$ cat config.mk
export PLATFORM = sky130hd
export DESIGN_NAME = crc_frame_serializer
export DESIGN_NICKNAME = d
export VERILOG_FILES = /design/src/rtl/crc_ser_pkg.sv /design/src/rtl/crc_ser_buf.sv /design/src/rtl/crc_frame_serializer.sv
export SDC_FILE = /design/constraint.sdc
export NUM_CORES = 1
export LEC_CHECK = 0
export ABC_AREA = 1
export CORE_MARGIN = 4
export CORE_UTILIZATION = 55
export DETAILED_ROUTE_END_ITERATION = 16
export PLACE_DENSITY_LB_ADDON = 0.15
export REMOVE_ABC_BUFFERS = 1
export SLEW_MARGIN = 5
export SYNTH_ARGS = -nofsm -noshare
export SYNTH_HDL_FRONTEND = slang
export SYNTH_SLANG_ARGS = --single-unit
$ cat constraint.sdc
create_clock -name CLK -period 3.7 [get_ports CLK]
set_clock_uncertainty 0.05 [all_clocks]
set_input_delay 0.555 -clock CLK [delete_from_list [all_inputs] [get_ports CLK]]
set_output_delay 0.555 -clock CLK [all_outputs]
set_load 0.01 [all_outputs]
$ cat src/rtl/crc_ser_pkg.sv
// crc_ser_pkg: FSM state encodings, default widths and counter-width helper
// shared by the CRC frame serializer and its byte buffer.
package crc_ser_pkg;
   localparam logic [1:0] ST_COLLECT  = 2'd0;
   localparam logic [1:0] ST_SEND     = 2'd1;
   localparam logic [1:0] ST_CRC_WAIT = 2'd2;
   localparam int DEF_DATA_WIDTH = 8;
   localparam int DEF_MAX_BYTES  = 4;
   localparam int DEF_CRC_WIDTH  = 8;
   function automatic int cnt_w(input int n);
      return (n < 2) ? 1 : $clog2(n);
   endfunction
endpackage

$ cat src/rtl/crc_ser_buf.sv
// crc_ser_buf: frame byte store, written in arrival order, read combinationally by byte index.
module crc_ser_buf
   import crc_ser_pkg::*;
#(
   parameter int DW = DEF_DATA_WIDTH,
   parameter int MB = DEF_MAX_BYTES,
   parameter int BW = cnt_w(MB + 1),
   parameter int AW = cnt_w(MB)
) (
   input  logic          CLK,
   input  logic          RST,
   input  logic          wr_en,
   input  logic          clr,
   input  logic [DW-1:0] wr_data,
   input  logic [AW-1:0] rd_idx,
   output logic [BW-1:0] count,
   output logic [DW-1:0] rd_data
);
   logic [DW-1:0] mem [MB];
   always_ff @(posedge CLK or negedge RST)
      if (!RST) count <= '0;
      else if (clr) count <= '0;
      else if (wr_en) count <= count + 1'b1;
   // data needs no reset: a byte is only read after it has been written
   always_ff @(posedge CLK)
      if (wr_en) mem[count[AW-1:0]] <= wr_data;
   assign rd_data = mem[rd_idx];
endmodule

$ cat src/rtl/crc_frame_serializer.sv
// crc_frame_serializer: collects a byte frame, streams it bit-serially to the CRC LFSR, then idles for the CRC shift-out.
// Define SER_MSB_FIRST_EN to serialize each byte MSB first (default LSB first).
module crc_frame_serializer
   import crc_ser_pkg::*;
#(
   parameter int DATA_WIDTH = DEF_DATA_WIDTH,
   parameter int MAX_BYTES  = DEF_MAX_BYTES,
   parameter int CRC_WIDTH  = DEF_CRC_WIDTH
) (
   input  logic                  CLK,
   input  logic                  RST,
   input  logic [DATA_WIDTH-1:0] IN_DATA,
   input  logic                  IN_VALID,
   input  logic                  IN_LAST,
   output logic                  IN_READY,
   output logic                  SER_DATA,
   output logic                  ACTIVE,
   output logic                  FRAME_DONE,
   output logic                  OVF_ERR
);
   localparam int BW = cnt_w(MAX_BYTES + 1);
   localparam int AW = cnt_w(MAX_BYTES);
   localparam int IW = cnt_w(DATA_WIDTH);
   localparam int GW = cnt_w(CRC_WIDTH + 1);
   logic [1:0] state;
   logic [BW-1:0] count, byte_idx, nxt_byte;
   logic [IW-1:0] bit_idx, nxt_bit;
   logic [GW-1:0] gap;
   logic [DATA_WIDTH-1:0] rd_data, cur_byte;
   logic hs, wrap, last_bit, frame_end, gap_done, ser_bit;
   assign hs        = IN_VALID && IN_READY;
   assign wrap      = bit_idx == IW'(DATA_WIDTH - 1);
   assign last_bit  = wrap && byte_idx == count - 1'b1;
   assign frame_end = hs && (IN_LAST || count == BW'(MAX_BYTES - 1));
   assign gap_done  = state == ST_CRC_WAIT && gap == GW'(CRC_WIDTH - 1);
   assign nxt_bit   = (state == ST_SEND && !wrap) ? bit_idx + 1'b1 : '0;
   assign nxt_byte  = (state == ST_SEND) ? byte_idx + BW'(wrap) : '0;
   // the first bit leaves on the last-byte handshake edge, before a lone byte reaches the buffer
   assign cur_byte  = (state == ST_COLLECT && count == '0) ? IN_DATA : rd_data;
`ifdef SER_MSB_FIRST_EN
   assign ser_bit = cur_byte[IW'(DATA_WIDTH - 1) - nxt_bit];
`else
   assign ser_bit = cur_byte[nxt_bit];
`endif
   crc_ser_buf #(.DW(DATA_WIDTH), .MB(MAX_BYTES), .BW(BW), .AW(AW)) u_buf (
      .CLK     (CLK),
      .RST     (RST),
      .wr_en   (hs),
      .clr     (gap_done),
      .wr_data (IN_DATA),
      .rd_idx  (nxt_byte[AW-1:0]),
      .count   (count),
      .rd_data (rd_data)
   );
   always_ff @(posedge CLK or negedge RST)
      if (!RST) begin
         state      <= ST_COLLECT;
         byte_idx   <= '0;
         bit_idx    <= '0;
         gap        <= '0;
         IN_READY   <= 1'b0;
         SER_DATA   <= 1'b0;
         ACTIVE     <= 1'b0;
         FRAME_DONE <= 1'b0;
         OVF_ERR    <= 1'b0;
      end else begin
         FRAME_DONE <= 1'b0;
         OVF_ERR    <= 1'b0;
         case (state)
            ST_COLLECT: begin
               IN_READY <= !frame_end;
               byte_idx <= '0;
               bit_idx  <= '0;
               if (frame_end) begin
                  state    <= ST_SEND;
                  ACTIVE   <= 1'b1;
                  SER_DATA <= ser_bit;
                  OVF_ERR  <= !IN_LAST;
               end
            end
            ST_SEND:
               if (last_bit) begin
                  state    <= ST_CRC_WAIT;
                  ACTIVE   <= 1'b0;
                  SER_DATA <= 1'b0;
                  gap      <= '0;
               end else begin
                  byte_idx <= nxt_byte;
                  bit_idx  <= nxt_bit;
                  SER_DATA <= ser_bit;
               end
            ST_CRC_WAIT:
               if (gap_done) begin
                  state      <= ST_COLLECT;
                  FRAME_DONE <= 1'b1;
                  IN_READY   <= 1'b1;
               end else gap <= gap + 1'b1;
            default: state <= ST_COLLECT;
         endcase
      end
endmodule
==> results.toml, run 1 <==
[worst_setup_path]
cp_num_buf_inv = 0
slowest_delay_ns = 0.64
crit_top_cell = "nand2_1"
cp_cell_sequence = "ha_1 > ha_1 > ha_1 > nand3_2 > nand2_1 > nand3_1 > nand3_1 > nand2_1 > nand2_1 > nand2_1 > nand3_1 > nand2_1 > nand2_1 > nand2_1"
r2r-end = "SER_DATA"
endpoint = "SER_DATA"
crit_family = "simple AND/OR/NAND/NOR gates"
crit_path_start_kind = "flip-flop"
reg2regPathDepth = 14
r2r_start = "bit_idx[0]"
cp_num_cells = 14
reg2reg_setup_slack_ns = 0.94
critPathMaxFanout = 17
crit_type = "flip-flop to flip-flop"
critPathRequiredTime_ns = 3.84
cp-startpoint = "bit_idx[0]"
crit_slowest_cell = "ha_1"
arrival_ns = 2.89
cp-end-kind = "flip-flop"

[final_layout]
final_nets = 297
drive_above_1_share_pct = 4.73
insertedDiodeCount = 0
area_growth_syn_to_layout_pct = 10.4

[grt]
grt_max_degree = 21
antenna_found_initial = 0
grt_pass1_wl_mm = 7.42
grt_overflow_total = 0
grt_pass1_vias = 1615
grtUsageTotal_pct = 18.1

[clocking]
cts-root-buf = "clkbuf_8"
cts_tree = "done"
clkSlewWorstSetupHoldPaths_ns = 0.08
cts_setup_buffers = 0
clk_latency_ns = 0.30
cts_num_sinks = 52
ctsHoldBuffers = 0
clockBufferDepth = 2
cts_resized = 0
htreeDepth = 2
cts_made_buffers = 5

[synth]
synth_area_leaders = "edfxtp_1 (38%), dfrtp_1 (20%), nand2_1 (9.7%)"
ys_ff_latch = 52
yosysTopAreaCellShare_pct = 38.1
avgSynthCellArea_um2 = 9.77
synth_area_leader_cell = "edfxtp_1"
ys_types = 25
yosys_warnings = 0
synth_cells = 258
yosysSeqAreaShare_pct = 58.0
synth_area_um2 = 2520

[timing]
worstMarginPinSlew_ns = 0.953
post-route-period-util_pct = 74.5
drv_slew = 0
finalHoldWorstSlack_ns = 0.446
finalWorstSetupSlack_ns = 0.943
timing.fmax_ghz = 0.363
final-setup-viol-count = 0
rsz0062_at_grt = "false"
min_period_ns = 2.76
slew_headroom_pct = 36.2
fin_setup_tns_ns = 0
final_hold_viol_count = 0

[detailed_routing]
drtAntennaViolNets = 0
detail_route.wirelength_mm = 4.66
vias = 1721
first_pass_iters = 4
drtIter0Drc = 102
wl_per_cell_um = 14.2
via_per_inst = 5.26
drcViolationCount = 0

[power]
power_leakage_nw = 1.30
ir_worst_vdd_v = 0.000338
p_per_area_nw_per_um2 = 689

[floorplan]
fp.dieH_um = 75.7
die_w_um = 75.7
dieArea_um2 = 5730
ios = 17
core_um2 = 4380
initial_utilization_pct = 57.5
rows = 24

[place]
post-place-ws_ns = 0.991
io_buffers = 16
routabilityCongestion = 0.853
dp_hpwl_mm = 3.21

[worst_hold_path]
hold_path_class = "flip-flop to flip-flop"

[run]
maxCapViolations = 0

[status]
status = "finished clean"
worst min-delay path: stages (launching register included):
cell     delay, ns
dfrtp_1       0.36
nand2_1       0.06
nand2_1       0.05
state kept, by name, summed over array words and instances, names as in the netlist, 2 cells and up:
| register | count |
|---|---|
| bit_idx | 3 |
| byte_idx | 3 |
| gap | 4 |
| state | 2 |
| u_buf.count | 3 |
| u_buf.mem | 32 |
cell families after synthesis:
family | after synthesis | synth area share (%)
adders and majority gates | 11 | 5.46
DFF | 52 | 58.0
xor gates and xnor gates | 6 | 2.09
buffers and inverters | 46 | 7.94
and+or+nand+nor | 125 | 22.4
AOI/OAI and AO/OA | 18 | 4.07
through the flow:
stage	power, W	util, %	std cells	instance area, µm²
after floorplan	0.00139	-	251	2470
after global placement	0.00160	61.4	319	2690
after detailed placement	0.00161	61.4	319	2690
after CTS	0.00193	63.4	327	2780
after global routing	0.00209	63.4	327	2780
final	0.00192	63.4	327	2780
per-layer routing:
layer  GRT usage (%)  vias up  part of all wire [%]
met3            3.69        9                   2.9
met1            22.2      810                    45
li1                -      878                     -
met5               0        -                     0
met2            30.5       24                    50
met4            8.74        0                   2.6
cell type report:
type	instances	area, µm²
fillers	374	1600
flip-flops and latches	52	1460
multi-input cells	160	858
repair buffers	16	160
inverters	39	146
clock buffers	7	86.3
well taps	52	65.1
clock inverters	1	3.75
cell usage after synthesis:
| library cell | instances |
|---|---|
| nand2_1 | 65 |
| inv_1 | 38 |
| edfxtp_1 | 32 |
| nand3_1 | 30 |
| dfrtp_1 | 20 |
| nor2_1 | 13 |
| o21ai_0 | 12 |
| ha_1 | 11 |
| nand4_1 | 8 |
| buf_2 | 4 |
| buf_6 | 3 |
| nor3_1 | 3 |
| xnor2_1 | 3 |
| xor2_1 | 3 |
| a21oi_1 | 2 |
| nor2_2 | 2 |
| a22o_1 | 1 |
| a31oi_1 | 1 |
| inv_2 | 1 |
| nand2_2 | 1 |
| nand3_2 | 1 |
| nand3_4 | 1 |
| nor2_4 | 1 |
| o211a_1 | 1 |
| o31ai_1 | 1 |
worst min path at each step:
| stage | from | to | slack [ns] | cells after the start |
|---|---|---|---|---|
| after global routing | bit_idx[1] | bit_idx[1] | 0.48 | 2 |
| after CTS | bit_idx[2] | bit_idx[2] | 0.45 | 2 |
| after detailed placement | bit_idx[2] | bit_idx[2] | 0.43 | 2 |
| final | bit_idx[1] | bit_idx[1] | 0.45 | 2 |
| after floorplan | RST | ACTIVE | 0.21 | 0 |
| after global placement | bit_idx[1] | bit_idx[1] | 0.41 | 2 |
report_power, final:
group	internal (W)	leakage [nW]	switching (W)
Sequential	0.000738	0.546	0.0000819
Combinational	0.000288	0.708	0.000491
Clock	0.000150	0.0459	0.000168
cell usage in the layout (no fill, tap or decap), drive strengths merged, types with 8 or more instances in the layout:
| cell | count |
|---|---|
| clkdlybuf4s50 | 16 |
| dfrtp | 20 |
| edfxtp | 32 |
| ha | 11 |
| inv | 39 |
| nand2 | 66 |
| nand3 | 32 |
| nand4 | 8 |
| nor2 | 16 |
| o21ai | 12 |
No activity file was read; power rests on OpenSTA's default activity.
==> run 2: changes to the inputs <==
CORE_UTILIZATION = 52   (was 55)
clock period = 2.4 ns   (was 3.7 ns; I/O delays follow)
==> results.toml, run 2 (synthesis results as in run 1) <==
[timing]
slew_headroom_pct = 67.0
fin_setup_tns_ns = 0
drv_slew = 0
post-route-period-util_pct = 93.2
min_period_ns = 2.24
rsz0062_at_grt = "false"
worstMarginPinSlew_ns = 0.495
timing.fmax_ghz = 0.447
final-setup-viol-count = 0
final_hold_viol_count = 0
finalWorstSetupSlack_ns = 0.164

[clocking]
clk_latency_ns = 0.31
clockBufferDepth = 2
htreeDepth = 2
clkSlewWorstSetupHoldPaths_ns = 0.10
cts-root-buf = "clkbuf_8"
cts_made_buffers = 5
cts_tree = "done"
ctsHoldBuffers = 0
cts_num_sinks = 52

[power]
p_comb_share_pct = 42.8
p_sw_share_pct = 40.2
power.switching_w = 0.00127
seqPwrFrac_pct = 40.1
clkPwrFrac_pct = 17.2
p_per_area_nw_per_um2 = 1070
ir_worst_vdd_v = 0.000531
p_int_w = 0.00188
power_leakage_nw = 1.35

[final_layout]
area_growth_syn_to_layout_pct = 16.7
insertedDiodeCount = 0
seqCellArea_um2 = 1460
multi_input_area_um2 = 906
final_common_cell = "nand2_1"
final_nets = 308
largest_reg_flops = 32
mostFrequentLayoutCells = "nand2_1 (65), inv_1 (37), edfxtp_1 (32), nand3_1 (28), dfrtp_1 (20)"
fill_cells = 375
drive_above_1_share_pct = 11.9
fin_cells = 353

[worst_setup_path]
slowest_delay_ns = 0.40
crit_path_start_kind = "flip-flop"
crit_slowest_cell = "dfrtp_1"
reg2regPathDepth = 16
reg2reg_setup_slack_ns = 0.16
cp-end-kind = "flip-flop"
endpoint = "SER_DATA"
critPathRequiredTime_ns = 2.55
r2r_start = "bit_idx[0]"
cp_cell_sequence = "ha_2 > ha_2 > ha_2 > ha_4 > nand3_4 > buf_6 > nor2_2 > nand2_1 > nand3_1 > nand2_1 > nand2_1 > nand2_1 > nand3_1 > nand2_1 > nand2_1 > nand2_1"
cp-startpoint = "bit_idx[0]"
crit_top_cell = "nand2_1"
critPathMaxFanout = 6
arrival_ns = 2.39
r2r-end = "SER_DATA"
crit_type = "flip-flop to flip-flop"

[floorplan]
dieArea_um2 = 6020
rows = 25
ios = 17
fp.dieH_um = 77.6
initial_utilization_pct = 53.4
core_um2 = 4720
die_w_um = 77.6

[status]
status = "finished clean"

[grt]
grt_pass1_wl_mm = 8.35
grt_pass1_vias = 1734
grtUsageTotal_pct = 18.1
grt_overflow_total = 0
antenna_found_initial = 0
grt_max_degree = 21

[detailed_routing]
wl_per_cell_um = 14.3
drcViolationCount = 0
drtIter0Drc = 123
first_pass_iters = 5
detail_route.wirelength_mm = 5.05
vias = 1808
via_per_inst = 5.12
drtAntennaViolNets = 0

[worst_hold_path]
hold_path_class = "input pin to async pin"

[place]
placedCellCount = 343
routabilityCongestion = 0.875
post-place-ws_ns = 0.0635
io_buffers = 16
dp_hpwl_mm = 3.56

[run]
maxCapViolations = 0
## run 2: changes by cell type in the layout (fill, tap and decap cells not counted), moves of 2 or more
cell and delta:
nand3_1 -2, nand3_4 +2, inv_6 +2, ha_2 +3, buf_4 +9, ha_1 -4
## run 2: power groups by stage
stage / combinational [W] / sequential [W] / clock (W)
final: 0.00135 / 0.00126 / 0.000541
after global routing: 0.00156 / 0.00128 / 0.000598
after CTS: 0.00128 / 0.00125 / 0.000551
after detailed placement: 0.00128 / 0.00127 / 0
after global placement: 0.00125 / 0.00127 / 0
after floorplan: 0.000887 / 0.00126 / 0
## run 2: timing repair
action,CTS,global route
setup endpoints to repair,0,1
gates resized for setup,0,12
setup buffers,0,1
## run 2: area by class of cell
| class | instances | area share (%) |
|---|---|---|
| Clock inverter | 3 | 0.978 |
| Inverter | 39 | 5.06 |
| Clock buffer | 5 | 2.34 |
| Timing Repair Buffer | 27 | 8.29 |
| Tap cell | 67 | 2.85 |
| Multi-Input combinational cell | 160 | 30.8 |
| Sequential cell | 52 | 49.7 |
## run 2: worst min-delay path by stage
| stage | startpoint | to | slack [ns] | cells past startpoint |
|---|---|---|---|---|
| finish | RST | FRAME_DONE | 0.33 | 2 |
| global route | RST | FRAME_DONE | 0.34 | 2 |
| CTS | RST | FRAME_DONE | 0.34 | 2 |
| detailed placement | bit_idx[2] | bit_idx[2] | 0.43 | 2 |
| global placement | bit_idx[2] | bit_idx[2] | 0.42 | 2 |
| floorplan | RST | ACTIVE | 0.01 | 0 |
## run 2: critical path, delay by kind of cell (launching register included)
kind | cells | cell delay (ns)
adder cells (fa/ha/maj) | 4 | 0.82
AND/OR/NAND/NOR | 11 | 0.68
flip-flops | 1 | 0.40
buffers and inverters | 1 | 0.17
## run 2: metrics by stage
stage / cell area (µm²) / utilization [%] / hold slack, ns / power, W
finish: 2940 / 62.3 / 0.331 / 0.00315
global route: 2940 / 62.3 / 0.340 / 0.00344
CTS: 2880 / 60.9 / 0.338 / 0.00309
detailed placement: 2780 / 58.8 / 0.425 / 0.00255
global placement: 2780 / 58.8 / 0.420 / 0.00252
floorplan: 2470 / - / 0.0144 / 0.00214
## run 2: per-layer routing
metal | track usage, % | share of wire, %
met1 | 23.7 | 44
met2 | 30.2 | 50
met3 | 3.60 | 4.5
met4 | 5.87 | 1.2
met5 | 0 | 0
